[src/rtl/noise_lane_arbiter.sv]
// Shares one noise generator among NUM_LANES requesters, granting bursts round-robin.
// Latency: req in IDLE -> grant/gen_en next cycle; noise_in -> noise_out one cycle later.
// Backpressure: a granted lane stalls by holding noise_in_valid low; dropping req ends the burst.
module noise_lane_arbiter #(
  parameter int NUM_LANES = 4,
  parameter int DATA_W    = 8,
  parameter int BURST_LEN = 4
) (
  input  logic                     clk,
  input  logic                     rst,
  input  logic [NUM_LANES-1:0]     req,
  input  logic signed [DATA_W-1:0] noise_in,
  input  logic                     noise_in_valid,
  output logic                     gen_en,
  output logic [NUM_LANES-1:0]     grant,
  output logic signed [DATA_W-1:0] noise_out,
  output logic [NUM_LANES-1:0]     noise_out_valid,
  output logic                     busy
);

  localparam int LANE_W = (NUM_LANES > 1) ? $clog2(NUM_LANES) : 1;
  localparam int CNT_W  = (BURST_LEN > 1) ? $clog2(BURST_LEN) : 1;

  // After reset the pointer sits on the last lane so lane 0 is searched first.
  localparam logic [LANE_W-1:0] LAST_LANE_RST = LANE_W'(NUM_LANES - 1);
  localparam logic [CNT_W-1:0]  CNT_LAST      = CNT_W'(BURST_LEN - 1);

  typedef enum logic {
    IDLE  = 1'b0,
    SERVE = 1'b1
  } state_t;

  state_t                    state_q, state_d;
  logic [NUM_LANES-1:0]      grant_q, grant_d;
  logic [LANE_W-1:0]         gnt_idx_q, gnt_idx_d;
  logic [LANE_W-1:0]         last_lane_q, last_lane_d;
  logic [CNT_W-1:0]          cnt_q, cnt_d;
  logic signed [DATA_W-1:0]  nout_q, nout_d;
  logic [NUM_LANES-1:0]      nvld_q, nvld_d;

  logic                      pick_vld;
  logic [LANE_W-1:0]         pick_idx;
  logic [LANE_W-1:0]         cand_idx;
  logic [NUM_LANES-1:0]      pick_oh;
  logic                      gnt_req;
  int                        cand;

  // Round-robin search from last_lane+1; scanning offsets downward lets the nearest requester win.
  always_comb begin
    pick_vld = 1'b0;
    pick_idx = '0;
    cand_idx = '0;
    cand     = 0;
    for (int i = NUM_LANES; i >= 1; i--) begin
      cand     = (int'(last_lane_q) + i) % NUM_LANES;
      cand_idx = LANE_W'(cand);
      if (req[cand_idx]) begin
        pick_vld = 1'b1;
        pick_idx = cand_idx;
      end
    end
  end

  // One-hot form of the selected lane.
  always_comb begin
    pick_oh = '0;
    for (int l = 0; l < NUM_LANES; l++) begin
      pick_oh[l] = (pick_idx == LANE_W'(l));
    end
  end

  // The granted lane is still asking for samples.
  assign gnt_req = |(req & grant_q);

  // Next-state and datapath decisions; every burst exit records the lane for fairness.
  always_comb begin
    state_d     = state_q;
    grant_d     = grant_q;
    gnt_idx_d   = gnt_idx_q;
    last_lane_d = last_lane_q;
    cnt_d       = cnt_q;
    nout_d      = nout_q;
    nvld_d      = '0;
    case (state_q)
      IDLE: begin
        if (pick_vld) begin
          state_d   = SERVE;
          grant_d   = pick_oh;
          gnt_idx_d = pick_idx;
          cnt_d     = '0;
        end
      end
      SERVE: begin
        if (!gnt_req) begin
          // Lane withdrew: any sample offered this cycle is dropped.
          state_d     = IDLE;
          grant_d     = '0;
          last_lane_d = gnt_idx_q;
          cnt_d       = '0;
        end else if (noise_in_valid) begin
          nout_d = noise_in;
          nvld_d = grant_q;
          if (cnt_q == CNT_LAST) begin
            state_d     = IDLE;
            grant_d     = '0;
            last_lane_d = gnt_idx_q;
            cnt_d       = '0;
          end else begin
            cnt_d = cnt_q + CNT_W'(1);
          end
        end
      end
    endcase
  end

  // FSM state register.
  always_ff @(posedge clk or posedge rst) begin
    if (rst) begin
      state_q <= IDLE;
    end else begin
      state_q <= state_d;
    end
  end

  // Grant, burst bookkeeping and output sample registers.
  always_ff @(posedge clk or posedge rst) begin
    if (rst) begin
      grant_q     <= '0;
      gnt_idx_q   <= '0;
      last_lane_q <= LAST_LANE_RST;
      cnt_q       <= '0;
      nout_q      <= '0;
      nvld_q      <= '0;
    end else begin
      grant_q     <= grant_d;
      gnt_idx_q   <= gnt_idx_d;
      last_lane_q <= last_lane_d;
      cnt_q       <= cnt_d;
      nout_q      <= nout_d;
      nvld_q      <= nvld_d;
    end
  end

  assign gen_en          = (state_q == SERVE);
  assign busy            = (state_q == SERVE);
  assign grant           = grant_q;
  assign noise_out       = nout_q;
  assign noise_out_valid = nvld_q;

  // Grant and per-lane valid never name more than one lane.
  a_grant_onehot : assert property (@(posedge clk) disable iff (rst) $onehot0(grant));
  a_valid_onehot : assert property (@(posedge clk) disable iff (rst) $onehot0(noise_out_valid));

endmodule

[config.mk]
export PLATFORM = sky130hd
export DESIGN_NAME = noise_lane_arbiter
export DESIGN_NICKNAME = d
export VERILOG_FILES = /design/src/rtl/noise_lane_arbiter.sv
export SDC_FILE = /design/constraint.sdc
export NUM_CORES = 1
export LEC_CHECK = 0
export ABC_CLOCK_PERIOD_IN_PS = 2500
export BUFFER_PORTS_ARGS = -buffer_cell sky130_fd_sc_hd__clkbuf_2
export CAP_MARGIN = 20
export CORE_UTILIZATION = 30
export CTS_CLUSTER_DIAMETER = 30
export DETAILED_ROUTE_END_ITERATION = 10
export PLACE_DENSITY = 0.49
export SLEW_MARGIN = 15
export SYNTH_ARGS = -nofsm -noshare
export SYNTH_HDL_FRONTEND = slang
export SYNTH_SLANG_ARGS = --single-unit
[constraint.sdc]
create_clock -name clk -period 2.5 [get_ports clk]
set_clock_uncertainty 0.05 [all_clocks]
set_input_delay 0.375 -clock clk [delete_from_list [all_inputs] [get_ports clk]]
set_output_delay 0.375 -clock clk [all_outputs]
set_load 0.01 [all_outputs]
==> impl.org, run 1 <==
** Yosys
- Synth top area share :: 49.9%
- Dominant cells by area after synthesis :: sky130_fd_sc_hd__dfrtp_1 (50%), sky130_fd_sc_hd__mux2_2 (7.5%), sky130_fd_sc_hd__mux2_4 (5.7%)
- After Yosys synthesis, XOR and XNOR cells account for 0% of the synthesized area.
- Post-synthesis compound-gate area fraction :: 14.0%
- Combinational family with the most area after synthesis :: multiplexers
- Avg Synthesized Cell Area :: 13.3 um^2
- Post-Synth Simple-Gate Area :: 11.8%
- The Yosys step of the flow raised 0 warnings.
- The cell count after synthesis came out at 79.
- Top cell type by total area after synthesis :: sky130_fd_sc_hd__dfrtp_1
- Yosys cell types :: 31
- Register area share after synthesis :: 54.9%
- The number of nets handed over by synthesis was 95.
- Summing the areas of all fa, ha and maj instances in the mapped netlist gives 1.19% of the synthesized area.
- In this run, synthesis produced a sequential element count of 23.
- Multiplexer share of the synthesized area :: 14.1%
- Synthesized cell area :: 1050 um^2

** Die
- The floorplan step defined a die boundary enclosing 3750 um^2.
- Row generation in the floorplan step produced 21 rows.
- I/O pin count :: 33
- In this run the vertical extent of the chip is 61.2 um.
- Horizontal extent of the die :: 61.2 um
- Starting utilization of the core area :: 31.5%
- The region available for standard cell placement spans 3340 um^2.

** Timing
- After layout, the minimum clock period comes to 1.56 ns.
- Worst slew margin relative to its limit :: 42.8%
- Number of max-slew violations in the final report :: 0
- Setup repair after global routing left no endpoint under its margin.
- Timing would allow up to 642 MHz.
- Count of endpoints failing hold in the final timing report :: 0
- Post-route fraction of the period consumed by the critical path :: 62.3%
- For the pin with the worst max-slew slack, the measured transition is 0.857 ns.
- For the final routed database, the setup TNS stands at 0 ns.
- Setup violations remaining at the end of the flow were counted as 0.

** Run
- Maximum Capacitance Violations :: 0

** Clocking
- Root buffer selected by CTS :: sky130_fd_sc_hd__clkbuf_4
- CTS resizes :: 0
- In this run the deepest clock path goes through 2 buffers.
- At the later pin of the worst-skew pair, clock insertion delay measures 0.31 ns.
- Number of clock sinks :: 23
- Hold-fix buffers at CTS :: 0
- Number of setup buffers added after CTS :: 0
- The number of clock buffers added by TritonCTS is 3.
- Number of levels the H-tree was split into :: 1
- Clock-pin slew was measured on the worst setup and hold paths at 0.12 ns.
- TritonCTS built the clock tree.

** Layout
- Final Instance Count excl. Fillers :: 158
- Count of antenna diodes in the layout :: 0
- After the last flow step, the layout net total stands at 129.
- Relative to the synthesized area, the layout overhead comes to 20.1%.
- Of the cells placed in the final design, the portion with a size suffix greater than 1 is 50.9%.

** Worst setup path
- In this design, the largest share of critical-path delay is due to flip-flops.
- Type of destination of the critical path :: register
- Launching instance or port of the critical path :: last_lane_q[1]
- Depth of the worst register-to-register path :: 3
- The worst register-to-register path begins at last_lane_q[1].
- Traced cell by cell, the critical path runs through mux2i_1 -> o221ai_1 -> mux2_2.
- For the worst setup path, the data required time is 2.66 ns.
- CP Max Fanout :: 7
- Critical-path cell with the highest stage delay :: sky130_fd_sc_hd__dfstp_2
- Worst path buffer plus inverter count :: 0
- For this run, the slowest stage of the critical path takes 0.61 ns.
- STA classifies the critical path startpoint as a register.
- In this run the number of cells on the critical path is 3.
- At the worst endpoint, the arrival time is 1.72 ns.
- Type of the worst setup path :: register to register

** Status
- Status :: completed

** Routing
- Detailed routing inserted a total of 727 vias.
- After detailed routing, the number of remaining DRC violations is 0.
- Number of iterations in the first detailed-routing pass :: 2
- Vias/cell :: 4.60
- Summed over all layers, the routed wires come to 1890 um.
- Routed wirelength normalized by instance count :: 12.0 um
- In this run, the number of DRC markers left after iteration 0 of detailed routing was 7.
- The detail route stage leaves a number of antenna-violating nets equal to 0.

** Placement
- Number of buffers added on ports :: 32
- Number of placed instances with taps included :: 154
- Once detailed placement completed, the half-perimeter wirelength came to 1480 um.
- Gpl congestion :: 0.657

** Global routing
- The initial antenna violation count came to 0.
- The first global-routing pass estimated 2900 um of wire.
- After global routing the overflow that remains totals 0.
- In the global route stage, overall resource usage came out at 10.9%.
- Maximum number of pins on one net before global-route repair :: 24
- Vias in the first global route :: 656

** Worst hold path
- Worst Hold Class :: input pin to asynchronous set/reset pin

** Power
- Power density relative to cell area :: 1090 nW/um^2
- Reported leakage power :: 0.620 nW
- Total power for the finished layout comes to 1.38 mW.
- Max IR drop VDD :: 0.522 mV
-- final cells by class --
type	instances	area, um^2
tap	46	57.6
fill	356	2070
clock inverter	1	5.00
inverter	2	7.51
timing repair buffer	32	160
clock buffer	3	22.5
multi-input combinational	51	433
sequential	23	578
-- sequential cells by signal, summed over array words and instances, names as in the netlist --
name             count
gnt_idx_q            2
grant                4
busy                 1
noise_out            8
noise_out_valid      4
cnt_q                2
last_lane_q          2
-- report_power, final --
part	internal, mW	switching, mW	total (mW)
registers	0.526	0.118	0.643
clock network	0.0598	0.109	0.169
logic	0.314	0.257	0.571
total	0.900	0.484	1.38
-- final timing paths --
check	to	slack, ns
worst max-delay path	gnt_idx_q[0]	0.94
worst min-delay path	noise_out[0]	0.15
worst max register to register	gnt_idx_q[0]	0.94
worst min register to register	noise_out[3]	0.47
max in group asynchronous	noise_out[6]	1.72
min in group clk	noise_out[0]	0.24
-- worst register-to-register path, cell delays in order, from the launching register on --
cell and delay (ns):
sky130_fd_sc_hd__dfstp_2 0.61, sky130_fd_sc_hd__mux2i_1 0.20, sky130_fd_sc_hd__o221ai_1 0.26, sky130_fd_sc_hd__mux2_2 0.34
-- routing by layer --
| layer | track usage, % | routed length (um) |
|---|---|---|
| met5 | 0 | 0 |
| met4 | 3.90 | 16 |
| met1 | 13.3 | 864 |
| met2 | 18.0 | 915 |
| met3 | 3.78 | 94 |
-- cell families after synthesis --
family | count (synthesis)
buffers and inverters | 5
AO/OA/AOI/OAI | 17
flip-flops | 23
multiplexers | 12
AND/OR/NAND/NOR | 21
adder cells (fa/ha/maj) | 1
-- stage by stage --
step                      cell area [um^2]  utilization (%)  hold WS [ns]  setup WS (ns)
after floorplan                       1050                -         0.325          0.946
after global placement                1240             37.0         0.437          0.878
after detailed placement              1240             37.0         0.447          0.884
after CTS                             1260             37.9         0.173          0.929
after global routing                  1260             37.9         0.227          0.848
final                                 1260             37.9         0.150          0.944
-- synthesized netlist by cell type (all sizes together) --
| cell | instances |
|---|---|
| a32o | 2 |
| and3 | 1 |
| and3b | 1 |
| o221ai | 1 |
| nor4 | 1 |
| o21ai | 1 |
| o2bb2ai | 2 |
| mux2i | 1 |
| a31o | 2 |
| nand2b | 2 |
| ha | 1 |
| o31a | 1 |
| nor2b | 4 |
| nor2 | 2 |
| a22oi | 2 |
| a21oi | 2 |
| a21bo | 1 |
| buf | 3 |
| dfstp | 2 |
| and2 | 4 |
| dfrtp | 21 |
| mux2 | 11 |
| o31ai | 1 |
| a22o | 2 |
| inv | 2 |
| or2 | 1 |
| nand2 | 5 |
-- layout by cell type (no fill, tap or decap), types with 3 or more instances in the layout --
master | synthesis | routed
sky130_fd_sc_hd__mux2_2 | 7 | 7
sky130_fd_sc_hd__mux2_4 | 4 | 4
sky130_fd_sc_hd__clkbuf_4 | 0 | 3
sky130_fd_sc_hd__nand2_1 | 4 | 4
sky130_fd_sc_hd__nor2b_1 | 4 | 4
sky130_fd_sc_hd__clkbuf_2 | 0 | 32
sky130_fd_sc_hd__dfrtp_1 | 21 | 21
sky130_fd_sc_hd__and2_1 | 4 | 4
Note: power is estimated with default switching activity, not from simulation.
==> run 2: changes to the inputs <==
ABC_CLOCK_PERIOD_IN_PS = 1500   (was 2500)
clock period = 1.5 ns   (was 2.5 ns; I/O delays follow)
==> impl.org, run 2 (synthesis gave the netlist of run 1 again) <==
** Status
- Status :: completed

** Global routing
- Number of antenna violations at the first check in global routing :: 0
- Combined global-route utilization of all metal layers :: 12.6%
- GRT Residual Overflow :: 0
- In the global route stage, met1 resource usage came out at 16.0%.
- The first global-routing pass estimated 3390 um of wire.
- After global routing, the most crowded layer is met2.
- Maximum number of pins on one net before global-route repair :: 24
- Met3 Track Usage GR :: 3.78%
- The number of global-route vias before repair came to 745.
- In the global route stage, met2 resource usage came out at 20.2%.

** Die
- The core region is 3340 um^2.
- Die extent in y :: 61.2 um
- Core Rows :: 21
- Starting utilization of the core area :: 31.5%
- The floorplan step defined a die boundary enclosing 3750 um^2.
- I/O pin count :: 33
- Horizontal extent of the die :: 61.2 um

** Layout
- Cells with a size suffix above 1 make up 55.6% of the layout.
- The layout has 360 filler cells.
- Compared with the post-synthesis result, the final layout area differs by 29.5%.
- Highest-count cells in the layout ignoring fill and taps :: sky130_fd_sc_hd__clkbuf_2 (32), sky130_fd_sc_hd__dfrtp_1 (21), sky130_fd_sc_hd__buf_4 (11)
- The final layout contains 141 nets.
- Cell area after layout :: 1360 um^2
- Most common cell after layout, fill and taps aside :: sky130_fd_sc_hd__clkbuf_2
- The register with the most flip-flops in the layout has 8 of them.
- Count of antenna diodes in the layout :: 0
- Once layout is complete, the cells apart from fillers number 170.

** Timing
- Final hold analysis gives a worst-case slack of 0.0893 ns.
- Post-route fraction of the period consumed by the critical path :: 95.3%
- The number of slew-limit violations in the final report is 0.
- At the pin with the least slew margin, the transition time is 0.307 ns.
- After routing, the total negative slack on setup checks comes to 0 ns.
- Final Critical Period :: 1.43 ns
- Setup repair after global routing left no endpoint under its margin.
- Count of endpoints failing hold in the final timing report :: 0
- Achievable clock frequency :: 699 MHz
- Setup violations remaining at the end of the flow were counted as 0.
- Worst slew margin relative to its limit :: 79.3%

** Clocking
- Clock-pin slew was measured on the worst setup and hold paths at 0.12 ns.
- Number of clock sinks :: 23
- CTS placed an instance of sky130_fd_sc_hd__clkbuf_4 at the clock tree root.
- Number of levels the H-tree was split into :: 1
- Number of buffers on the longest clock path :: 2
- At the later pin of the worst-skew pair, clock insertion delay measures 0.31 ns.
- The number of clock buffers added by TritonCTS is 3.
- TritonCTS built the clock tree.

** Routing
- The routed layout has 775 vias.
- The first detailed-routing pass took 2 iterations.
- Vias/cell :: 4.56
- Routed wirelength normalized by instance count :: 12.1 um
- The routed design has 2070 um of wire.
- Initial DRC Count :: 14
- Antenna viol nets, final :: 0
- Post-route DRC violation count :: 0

** Worst hold path
- Sink of the worst hold path :: noise_out[3]
- Origin of the worst min-delay path :: noise_in[3]
- The worst hold path passes through 2 cells.
- The worst hold path belongs to the class input pin to register.

** Worst setup path
- Traced cell by cell, the critical path runs through mux2i_1 -> o221ai_2 -> mux2_2.
- Among all stages on the critical path, the largest delay is contributed by sky130_fd_sc_hd__dfstp_2.
- STA puts the critical path data required time at 1.65 ns.
- At the worst endpoint, the arrival time is 1.58 ns.
- Worst path buffer plus inverter count :: 0
- In this run the critical register-to-register path is captured at gnt_idx_q[0].
- The most critical setup path has its startpoint at last_lane_q[1].
- On the worst path, the slowest cell contributes a delay of 0.60 ns.
- The worst setup path is launched from a register.
- Type of destination of the critical path :: register
- Depth of the worst register-to-register path :: 3
- Type of the worst setup path :: register to register
- Along the worst path, the maximum fanout reaches 7.
- Largest delay contributor family on the critical path :: flip-flops
- In this run the critical register-to-register path is launched from last_lane_q[1].
- Setup slack of the worst register-to-register path :: 0.07 ns

** Power
- The completed layout was analyzed and its total power is 2.43 mW.
- Power density relative to cell area :: 1790 nW/um^2
- The worst-case IR drop observed on VDD is 0.747 mV.
- Reported leakage power :: 0.681 nW

** Placement
- Number of placed instances with taps included :: 163
- Detailed placement ended at an HPWL of 1590 um.
- Post-Place Cell Area :: 1300 um^2
- Number of buffers added on ports :: 32
- The congestion estimate from routability-driven global placement came to 0.775.

** Run
- The tool flagged a number of max-cap violations equal to 0.
run 2: changes by cell type in the layout (fill, tap and decap cells not counted), sizes merged:
cell         previous run  this run
buf                     0        11
dlygate4sd3             0         1
run 2: worst register-to-register path, stage by stage (launching register included):
cell and delay [ns]:
sky130_fd_sc_hd__dfstp_2 0.60, sky130_fd_sc_hd__mux2i_1 0.23, sky130_fd_sc_hd__o221ai_2 0.17, sky130_fd_sc_hd__mux2_2 0.28
run 2: stage by stage:
stage | util [%] | setup WS [ns]
after floorplan | - | -0.0539
after global placement | 39.1 | -0.0396
after detailed placement | 39.1 | -0.00874
after CTS | 40.4 | 0.0310
after global routing | 40.8 | 0.0141
final | 40.8 | 0.0700
run 2: worst max-delay path by stage:
stage | endpoint | slack (ns) | cells after the start
6_report | gnt_idx_q[0] | 0.07 | 3
3_3_place_gp | grant[2] | -0.04 | 6
2_1_floorplan | noise_out[0] | -0.05 | 6
4_1_cts | grant[3] | 0.03 | 3
5_1_grt | grant[0] | 0.01 | 4
3_5_place_dp | grant[0] | -0.009 | 6
run 2: layer usage:
| metal | part of all wire [%] | vias to the layer above | wire length (um) |
|---|---|---|---|
| met2 | 50 | 18 | 1030 |
| li1 | - | 374 | - |
| met1 | 45 | 381 | 933 |
| met3 | 4.4 | 2 | 90 |
| met5 | 0 | - | 0 |
| met4 | 0.73 | 0 | 15 |
run 2: what timing repair did:
item / CTS / global route
setup buffers: 0 / 2
endpoints found under the hold margin: 21 / 0
pin swaps: 0 / 1
hold buffers: 1 / 0
setup endpoints to repair: 1 / 2
cloned: 0 / 0
resized for setup: 1 / 0
run 2: report_power, final:
part	total [mW]	internal (mW)	switching (mW)
registers	1.04	0.876	0.166
clock network	0.280	0.0995	0.181
logic	1.11	0.619	0.492
run 2: area by class of cell:
cell class | instances | area [um^2] | area share [%]
timing repair buffer | 44 | 253 | 18.5
sequential | 23 | 578 | 42.4
inverter | 2 | 7.51 | 0.551
multi-input combinational | 51 | 439 | 32.2
clock inverter | 1 | 5.00 | 0.367
clock buffer | 3 | 22.5 | 1.65
tap | 46 | 57.6 | 4.22
